==> src/rtl/cw_pkg.sv <==
// Shared definitions for the CW external-bus responder: command-word field
// positions, bus word widths and the responder state encoding.
package cw_pkg;

  localparam int CW_WORD_W  = 16;
  localparam int ADDR_HI_W  = 8;
  localparam int LEN_W      = 3;
  localparam int CMD_MARKER = 4;
  localparam int CMD_WE     = 3;
  localparam int CMD_LEN_HI = 2;

  typedef enum logic [3:0] {
    ST_IDLE,
    ST_ADDR_LO,
    ST_ADDR_ACK,
    ST_RD_MEM,
    ST_RD_TURN,
    ST_RD_ACK,
    ST_WR_SAMPLE,
    ST_WR_MEM,
    ST_WR_ACK,
    ST_ERR,
    ST_END
  } cw_state_e;

endpackage

==> src/rtl/cw_mem_responder_if.sv <==
// CW bus plus memory request/acknowledge port. Signal names are seen from the
// responder: i_* are driven towards it, o_* are driven by it.
interface cw_mem_responder_if
  import cw_pkg::*;
#(
  parameter int ADDR_W = 24
);

  logic                 i_cw_req;
  logic                 i_cw_dir;
  logic [CW_WORD_W-1:0] i_cw_io;
  logic [CW_WORD_W-1:0] o_cw_io;
  logic                 o_cw_io_oe;
  logic                 o_cw_ack;
  logic                 o_cw_err;
  logic                 o_mem_req;
  logic                 o_mem_we;
  logic [ADDR_W-1:0]    o_mem_addr;
  logic [CW_WORD_W-1:0] o_mem_wdata;
  logic                 i_mem_ack;
  logic [CW_WORD_W-1:0] i_mem_rdata;
  logic                 i_mem_err;

  // Responder side.
  modport slave (
    input  i_cw_req, i_cw_dir, i_cw_io, i_mem_ack, i_mem_rdata, i_mem_err,
    output o_cw_io, o_cw_io_oe, o_cw_ack, o_cw_err,
    output o_mem_req, o_mem_we, o_mem_addr, o_mem_wdata
  );

  // Initiator plus memory side.
  modport master (
    output i_cw_req, i_cw_dir, i_cw_io, i_mem_ack, i_mem_rdata, i_mem_err,
    input  o_cw_io, o_cw_io_oe, o_cw_ack, o_cw_err,
    input  o_mem_req, o_mem_we, o_mem_addr, o_mem_wdata
  );

endinterface

==> src/rtl/cw_mem_responder.sv <==
// Memory-side end of the CW bus: decodes the two-word address phase, then
// serves read/write bursts of 16-bit words through a req/ack memory port.
module cw_mem_responder
  import cw_pkg::*;
#(
  parameter int ADDR_W = 24
) (
  input  logic             i_clk,
  input  logic             i_rst_n,
  cw_mem_responder_if.slave bus
);

  cw_state_e            r_state;
  cw_state_e            w_next;

  logic [ADDR_HI_W-1:0] r_addr_hi;
  logic                 r_marker;
  logic                 r_we;
  logic [LEN_W-1:0]     r_cnt;
  logic [ADDR_W-1:0]    r_addr;
  logic [CW_WORD_W-1:0] r_rdata;
  logic [CW_WORD_W-1:0] r_wdata;
  logic                 r_first;
  logic                 r_abort;

  logic                 w_mem_done;
  logic                 w_abort;

  // A memory access completes on ack or err; err takes priority where it matters.
  assign w_mem_done = bus.i_mem_ack | bus.i_mem_err;
  // Initiator gave up: the pending memory access is drained without reporting.
  assign w_abort    = ~bus.i_cw_req | r_abort;

  assign bus.o_cw_io     = r_rdata;
  assign bus.o_mem_addr  = r_addr;
  assign bus.o_mem_wdata = r_wdata;

  // State register.
  always_ff @(posedge i_clk or negedge i_rst_n) begin
    if (!i_rst_n) begin
      r_state <= ST_IDLE;
    end else begin
      r_state <= w_next;
    end
  end

  // Next-state decode and per-state outputs.
  always_comb begin
    w_next         = r_state;
    bus.o_cw_ack   = 1'b0;
    bus.o_cw_err   = 1'b0;
    bus.o_mem_req  = 1'b0;
    bus.o_mem_we   = 1'b0;
    bus.o_cw_io_oe = 1'b0;
    case (r_state)
      ST_IDLE: begin
        if (bus.i_cw_req) w_next = ST_ADDR_LO;
      end
      ST_ADDR_LO: begin
        if (!bus.i_cw_req)  w_next = ST_IDLE;
        else if (!r_marker) w_next = ST_ERR;
        else                w_next = ST_ADDR_ACK;
      end
      ST_ADDR_ACK: begin
        bus.o_cw_ack = 1'b1;
        if (!bus.i_cw_req) w_next = ST_IDLE;
        else if (r_we)     w_next = ST_WR_SAMPLE;
        else               w_next = ST_RD_MEM;
      end
      ST_RD_MEM: begin
        bus.o_mem_req  = 1'b1;
        // The bus is already turned around once the first word has gone out.
        bus.o_cw_io_oe = bus.i_cw_dir & ~r_first & ~w_abort;
        if (w_abort) begin
          if (w_mem_done) w_next = ST_IDLE;
        end else if (bus.i_mem_err) begin
          w_next = ST_ERR;
        end else if (bus.i_mem_ack) begin
          // Skip the turnaround wait when the initiator already owns dir=1,
          // so zero-wait memory streams one word every two cycles.
          w_next = (!r_first && bus.i_cw_dir) ? ST_RD_ACK : ST_RD_TURN;
        end
      end
      ST_RD_TURN: begin
        bus.o_cw_io_oe = bus.i_cw_dir;
        if (!bus.i_cw_req)    w_next = ST_IDLE;
        else if (bus.i_cw_dir) w_next = ST_RD_ACK;
      end
      ST_RD_ACK: begin
        bus.o_cw_ack   = 1'b1;
        bus.o_cw_io_oe = bus.i_cw_dir;
        if (!bus.i_cw_req)  w_next = ST_IDLE;
        else if (r_cnt == '0) w_next = ST_END;
        else                w_next = ST_RD_MEM;
      end
      ST_WR_SAMPLE: begin
        if (!bus.i_cw_req) w_next = ST_IDLE;
        else               w_next = ST_WR_MEM;
      end
      ST_WR_MEM: begin
        bus.o_mem_req = 1'b1;
        bus.o_mem_we  = 1'b1;
        if (w_abort) begin
          if (w_mem_done) w_next = ST_IDLE;
        end else if (bus.i_mem_err) begin
          w_next = ST_ERR;
        end else if (bus.i_mem_ack) begin
          w_next = ST_WR_ACK;
        end
      end
      ST_WR_ACK: begin
        bus.o_cw_ack = 1'b1;
        if (!bus.i_cw_req)  w_next = ST_IDLE;
        else if (r_cnt == '0) w_next = ST_END;
        else                w_next = ST_WR_SAMPLE;
      end
      ST_ERR: begin
        bus.o_cw_err = 1'b1;
        if (!bus.i_cw_req) w_next = ST_IDLE;
        else               w_next = ST_END;
      end
      ST_END: begin
        if (!bus.i_cw_req) w_next = ST_IDLE;
      end
      default: w_next = ST_IDLE;
    endcase
  end

  // Address/command capture, burst bookkeeping and data holding registers.
  always_ff @(posedge i_clk or negedge i_rst_n) begin
    if (!i_rst_n) begin
      r_addr_hi <= '0;
      r_marker  <= 1'b0;
      r_we      <= 1'b0;
      r_cnt     <= '0;
      r_addr    <= '0;
      r_rdata   <= '0;
      r_wdata   <= '0;
      r_first   <= 1'b0;
      r_abort   <= 1'b0;
    end else begin
      case (r_state)
        ST_IDLE: begin
          r_abort <= 1'b0;
          if (bus.i_cw_req) begin
            r_addr_hi <= bus.i_cw_io[CW_WORD_W-1 -: ADDR_HI_W];
            r_marker  <= bus.i_cw_io[CMD_MARKER];
            r_we      <= bus.i_cw_io[CMD_WE];
            r_cnt     <= bus.i_cw_io[CMD_LEN_HI:0];
            r_first   <= 1'b1;
          end
        end
        ST_ADDR_LO: begin
          r_addr <= ADDR_W'({r_addr_hi, bus.i_cw_io});
        end
        ST_RD_MEM: begin
          if (w_abort) begin
            r_abort <= ~w_mem_done;
          end else if (bus.i_mem_ack && !bus.i_mem_err) begin
            r_rdata <= bus.i_mem_rdata;
          end
        end
        ST_WR_MEM: begin
          if (w_abort) r_abort <= ~w_mem_done;
        end
        ST_WR_SAMPLE: begin
          r_wdata <= bus.i_cw_io;
        end
        ST_RD_ACK, ST_WR_ACK: begin
          r_first <= 1'b0;
          if (r_cnt != '0) begin
            r_cnt  <= r_cnt - LEN_W'(1);
            r_addr <= r_addr + ADDR_W'(1);
          end
        end
        default: ;
      endcase
    end
  end

endmodule
==> src/flat_wrapper.sv <==
// flat-port wrapper written by rule: the top's interface ports become plain ports
module cw_mem_responder_flat import cw_pkg::*;
#(
  parameter int ADDR_W = 24
)
  (i_clk, i_rst_n, bus_i_cw_req, bus_i_cw_dir, bus_i_cw_io, bus_i_mem_ack, bus_i_mem_rdata, bus_i_mem_err, bus_o_cw_io, bus_o_cw_io_oe, bus_o_cw_ack, bus_o_cw_err, bus_o_mem_req, bus_o_mem_we, bus_o_mem_addr, bus_o_mem_wdata);
  cw_mem_responder_if #(.ADDR_W(ADDR_W)) bus_i ();
  input  logic i_clk;
  input  logic i_rst_n;
  input wire logic [$bits(bus_i.i_cw_req)-1:0] bus_i_cw_req;
  input wire logic [$bits(bus_i.i_cw_dir)-1:0] bus_i_cw_dir;
  input wire logic [$bits(bus_i.i_cw_io)-1:0] bus_i_cw_io;
  input wire logic [$bits(bus_i.i_mem_ack)-1:0] bus_i_mem_ack;
  input wire logic [$bits(bus_i.i_mem_rdata)-1:0] bus_i_mem_rdata;
  input wire logic [$bits(bus_i.i_mem_err)-1:0] bus_i_mem_err;
  output wire logic [$bits(bus_i.o_cw_io)-1:0] bus_o_cw_io;
  output wire logic [$bits(bus_i.o_cw_io_oe)-1:0] bus_o_cw_io_oe;
  output wire logic [$bits(bus_i.o_cw_ack)-1:0] bus_o_cw_ack;
  output wire logic [$bits(bus_i.o_cw_err)-1:0] bus_o_cw_err;
  output wire logic [$bits(bus_i.o_mem_req)-1:0] bus_o_mem_req;
  output wire logic [$bits(bus_i.o_mem_we)-1:0] bus_o_mem_we;
  output wire logic [$bits(bus_i.o_mem_addr)-1:0] bus_o_mem_addr;
  output wire logic [$bits(bus_i.o_mem_wdata)-1:0] bus_o_mem_wdata;
  assign bus_i.i_cw_req = bus_i_cw_req;
  assign bus_i.i_cw_dir = bus_i_cw_dir;
  assign bus_i.i_cw_io = bus_i_cw_io;
  assign bus_i.i_mem_ack = bus_i_mem_ack;
  assign bus_i.i_mem_rdata = bus_i_mem_rdata;
  assign bus_i.i_mem_err = bus_i_mem_err;
  assign bus_o_cw_io = bus_i.o_cw_io;
  assign bus_o_cw_io_oe = bus_i.o_cw_io_oe;
  assign bus_o_cw_ack = bus_i.o_cw_ack;
  assign bus_o_cw_err = bus_i.o_cw_err;
  assign bus_o_mem_req = bus_i.o_mem_req;
  assign bus_o_mem_we = bus_i.o_mem_we;
  assign bus_o_mem_addr = bus_i.o_mem_addr;
  assign bus_o_mem_wdata = bus_i.o_mem_wdata;
  cw_mem_responder #(.ADDR_W(ADDR_W)) u_core (.i_clk(i_clk), .i_rst_n(i_rst_n), .bus(bus_i));
endmodule
==> config.mk <==
export PLATFORM = sky130hd
export DESIGN_NAME = cw_mem_responder_flat
export DESIGN_NICKNAME = d
export VERILOG_FILES = /design/src/rtl/cw_pkg.sv /design/src/rtl/cw_mem_responder_if.sv /design/src/rtl/cw_mem_responder.sv /design/src/flat_wrapper.sv
export SDC_FILE = /design/constraint.sdc
export NUM_CORES = 1
export LEC_CHECK = 0
export CORE_UTILIZATION = 50
export CTS_BUF_LIST = sky130_fd_sc_hd__clkbuf_4
export DETAILED_ROUTE_END_ITERATION = 8
export GPL_TIMING_DRIVEN = 0
export PLACE_DENSITY = 0.89
export SLEW_MARGIN = 20
export SYNTH_ARGS = -nofsm -noshare
export SYNTH_HDL_FRONTEND = slang
export SYNTH_SLANG_ARGS = --single-unit
==> constraint.sdc <==
create_clock -name i_clk -period 2.4 [get_ports i_clk]
set_clock_uncertainty 0.1 [all_clocks]
set_input_delay 0.6 -clock i_clk [delete_from_list [all_inputs] [get_ports i_clk]]
set_output_delay 0.6 -clock i_clk [all_outputs]
set_load 0.03 [all_outputs]
# Word-level counts from Yosys, hierarchy flattened
# Cells that the tools add are included.
# word_totals
ff_bits,75
input_bits,38
out_inout_bits,61
# classes
addsub,2
eq_ne,17
n_mux,37
bitwise,8
reduce_logical,21
# ops
operator,n
$mux W4,19
$pmux W24 S2,1
$pmux W4 S11,1
$add A24 B1 Y24 const B,1
$mux W24,1
$eq A4 B3 Y1 const B,4
$eq A4 B4 Y1 const B,3
$mux W3,4
$eq A4 B2 Y1 const B,2
$ne A4 B3 Y1 const B,2
$reduce_and A2 Y1,4
$mux W1,7
$pmux W1 S2,3
$pmux W3 S2,1
$reduce_and A3 Y1,2
$reduce_bool A2 Y1,3
$reduce_or A2 Y1,3
$reduce_and A5 Y1,1
$eq A4 B1 Y1 const B,1
$logic_not A4 Y1,1
$ne A2 B1 Y1 const B,2
$ne A2 B2 Y1 const B,2
$not A1 Y1,4
$logic_not A3 Y1,1
8 further kinds,12

# Longest topological paths before layout
# depth
ltp_word,7
depth_mapped,9
depth_no_buf,7

# Least setup slack after synthesis
# No wires, ideal clock.
# synth_path
path_kind,flip-flop to output port
startpoint,reg u_core.r_state[0]
endpoint,out bus_o_mem_we
t_arrival_ns,1.606
path_slack_ns,0.094
stages_incl_launch_ff,5
n_path_buf,1
path_cell_list,dfrtp_1 -> buf_2 -> nand2_1 -> nor2_1 -> and2_1
# synth_between
elab_chain_cells,2
# synth_rtl
element,line,text
start: declaration,cw_mem_responder.sv:13,cw_state_e r_state;
start signal: assignment,cw_mem_responder.sv:43,r_state <= w_next;
$eq A4 B3 Y1,cw_mem_responder.sv:55,case (r_state)
$mux W1,cw_mem_responder.sv:55,
end: declaration,flat_wrapper.sv:21,output wire logic [$bits(bus_i.o_mem_we)-1:0] bus_o_mem_we;
# No other way between the ends.

# Worst setup path in the final report
# layout_path
startpoint,reg u_core.r_state[3]
endpoint,out bus_o_cw_ack
# layout_between
elab_chain_cells,3
word_cells_on_any_way,5
cone_classes,eq/ne: 3; mux: 1; reduce/logical: 1
# layout_rtl
element,line,text
$eq A4 B2 Y1 (tied with other cells),cw_mem_responder.sv:55,
$reduce_or A3 Y1 (no source line) (*),-,
$mux W1 (*),cw_mem_responder.sv:55,
end: declaration,flat_wrapper.sv:18,output wire logic [$bits(bus_i.o_cw_ack)-1:0] bus_o_cw_ack;
# Mark *: on every way between the ends. The rest lies on a longest branch, timed or not.

==> impl_results.md <==
- Worst hold margin: 0.402 ns
- Post-synth top area cell: dfrtp_1
- R2r setup slk: 0.10 ns
- Outcome: finished clean
- Synth Warn #: 0
- Cell area after synthesis: 3900 µm²
- H-tree Lvls: 3
- Fraction of layout instances using a drive strength above 1: 21.8%
- CTS clk-pin slew, worst paths: 0.13 ns
- R2r worst-path depth: 8
- Hold depth: 1
- Synth Flop Type: dfrtp_1
- Number of global-route vias before repair: 3660
- Crit path launch type: flip-flop
- Commonest cells in the netlist: dfrtp_1 (75), nor2_1 (33), mux2_2 (31), a21oi_1 (29), nand2_1 (23)
- Critical path data arrival time: 1.67 ns
- Syn-to-layout area delta: 40.8%
- Nets: 546
- CTS sink cnt: 75
- Critical Path Fanout Max: 8
- Final WS setup: 0.0308 ns
- Initial DRC count: 396
- Routability Congestion: 0.887
- Slew Limit Fails: 0
- Endpoint type of the worst setup path: output pin
- Gr ovfl total: 0
- Worst path required time: 1.70 ns
- Count leader, synth: dfrtp_1
- CP max stage delay: 0.43 ns
- Design area: 5500 µm²
- Initial antenna violation count: 0
- Maximum vdd drop: 0.000836 V
- # port buffers: 98
- Synthesized instance count: 379
- Largest net degree at the start of global routing: 59
- HP Class: flip-flop to flip-flop
- Flops & latches, synth: 75
- First-pass GRT wire length: 18.5 mm
- WL/cell: 19.2 µm
- Fin Setup TNS: 0 ns
- Upper clock frequency limit: 422 MHz
- Actual slew at the worst max-slew pin: 0.595 ns
- Fin crit share: 98.7%
- Fillers: 558
- Final Setup Violations: 0
- Dpl cell area: 5040 µm²
- Via density: 6.11
- FF-to-FF End: u_core.bus.o_mem_addr[15]$_DFFE_PN0P_
- Max-Cap Viols: 0
- Root buffer cell: clkbuf_4
- Placement Rows: 31
- Crit path time final: 2.37 ns
- CORE AREA: 7410 µm²
- Post-DP HPWL: 8.08 mm
- Syn_area_per_cell: 10.3 µm²
- Pwr dens: 1460 nW/µm²
- Synth area leaders: dfrtp_1 (48%), mux2_2 (8.9%), a21oi_1 (3.7%)
- Sequential share of the synthesized area: 48.1%
- Total CTS buffers: 9
- Critical R2R Launch: u_core.r_cnt[0]$_DFFE_PN0P_
- Post-Route WL: 11.7 mm
- Ant diodes: 0
- Post-Syn Nets: 420
- FFs w/ async S/R, synth: 100%
- Worst path cell trace: buf_6 -> nor2b_4 -> a2bb2oi_2 -> clkbuf_8 -> o31ai_2 -> buf_4
- Final core utilization: 74.2%
- Synth top area share: 48.1%
- Die area: 8170 µm²
- Die Y: 90.4 µm
- CTS tree: built
- Slowest stage cell, crit path: dfrtp_1
- WHS Endpoint: u_core.bus.o_cw_io[8]$_DFFE_PN0P_
- Post-synth EDFFs: 0
- First-pass detailed-route iteration total: 5
- Post-route ant nets: 0
- All-layer global routing usage: 28.8%
- DIE WIDTH: 90.4 µm
- Slew headroom: 60.3%
- RSZ-0062 raised after global routing: true
- CTS max path bufs: 2
- Clk_lat worst skew: 0.43 ns
- Synth cell types: 56
- Final Hold Viols: 0
- IO Pins: 99
- Residual DRC count: 0
- Total number of vias: 3719
- Leak: 0.00236 µW
- Pre-CTS setup slack: -0.793 ns
- Starting density of the core: 52.7%
- Setup CP Type: flip-flop to output pin
- Hold path start: u_core.bus.o_cw_io[8]$_DFFE_PN0P_
[what timing repair did]
item | 4_1_cts | 5_1_grt
setup endpoints to repair | 20 | 31
hold endpoints to repair | 17 | 0
hold buffers | 1 | 0
resized for setup | 52 | 23
buffers inserted | 4 | 12
pin swaps | 2 | 3
[where the power goes]
part / total (µW) / internal, µW / switching [µW]
combinational: 4760 / 2100 / 2650
clock: 900 / 430 / 470
sequential: 2350 / 1820 / 527
[cell families after synthesis]
group	after synthesis	synth area share, %
buf+inv	29	3.40
compound gates	104	18.2
mux	42	12.1
simple gates	126	17.3
fa+ha+maj	3	0.961
flops	75	48.1
[layout by cell type, fill, tap and decap left out, types with 3 or more instances in the layout]
cell	n
nor2b_1	7
a21oi_1	28
dlymetal6s2s_1	4
a31oi_1	4
o22a_1	4
dfrtp_1	74
a2bb2oi_1	9
mux2_1	10
and3_1	7
nand2b_4	3
mux2_2	31
nand2b_1	6
nand3_1	16
a2bb2oi_2	3
o22ai_1	8
nand2_1	22
clkbuf_4	11
o21ai_0	16
buf_6	4
buf_4	21
clkbuf_1	5
nor2_1	31
inv_1	4
o32a_1	4
nand4_1	9
clkdlybuf4s50_1	85
dlygate4sd2_1	4
ha_1	3
buf_2	9
[layout make-up]
| class | count | area [µm²] | share of cell area (%) |
|---|---|---|---|
| Timing Repair Buffer | 116 | 1130 | 20.6 |
| Buffer | 24 | 165 | 3.00 |
| Sequential cell | 75 | 1880 | 34.2 |
| Multi-Input combinational cell | 275 | 2010 | 36.6 |
| Clock buffer | 9 | 67.6 | 1.23 |
| Inverter | 4 | 15.0 | 0.273 |
| Tap cell | 99 | 124 | 2.25 |
| Clock inverter | 7 | 98.8 | 1.80 |
[state kept, by name, indices dropped and copies added (netlist names), 3 cells and up]
register and count:
u_core.bus.o_cw_io 16, u_core.bus.o_mem_addr 24, u_core.bus.o_mem_wdata 16, u_core.r_addr_hi 8, u_core.r_cnt 3, u_core.r_state 4
[worst max-delay path, delay by kind of cell, from the launching register on]
kind,cells,cell delay [ns]
compound gates,2,0.22
flops,1,0.43
simple gates,1,0.14
buf+inv,3,0.48
[how the worst max path moves through the flow]
stage                             startpoint                         endpoint  slack (ns)
2_1_floorplan  u_core.r_state[0]$_DFFE_PN0P_                     bus_o_mem_we        0.09
3_3_place_gp                         i_rst_n  u_core.r_addr_hi[1]$_DFFE_PN0P_       -1.90
3_5_place_dp                    bus_i_cw_req                   bus_o_cw_io_oe       -0.79
4_1_cts        u_core.r_state[3]$_DFFE_PN0P_                     bus_o_cw_ack       -0.03
5_1_grt        u_core.r_state[0]$_DFFE_PN0P_                   bus_o_cw_io_oe       -0.04
6_report       u_core.r_state[3]$_DFFE_PN0P_                     bus_o_cw_ack        0.03
[per-stage QoR]
step / cells / total power, µW
floorplan: 379 / 5010
global placement: 576 / 6500
detailed placement: 577 / 6650
CTS: 598 / 7710
global route: 609 / 8430
finish: 609 / 8000
[layer usage]
layer | GRT usage, % | up-vias | wire, µm
met1 | 39.1 | 1768 | 4940
met3 | 5.13 | 36 | 1010
met2 | 45.2 | 237 | 5450
met4 | 12.5 | 0 | 259
met5 | 0 | - | 0
li1 | - | 1678 | -
(Power assumes the default switching activity.)
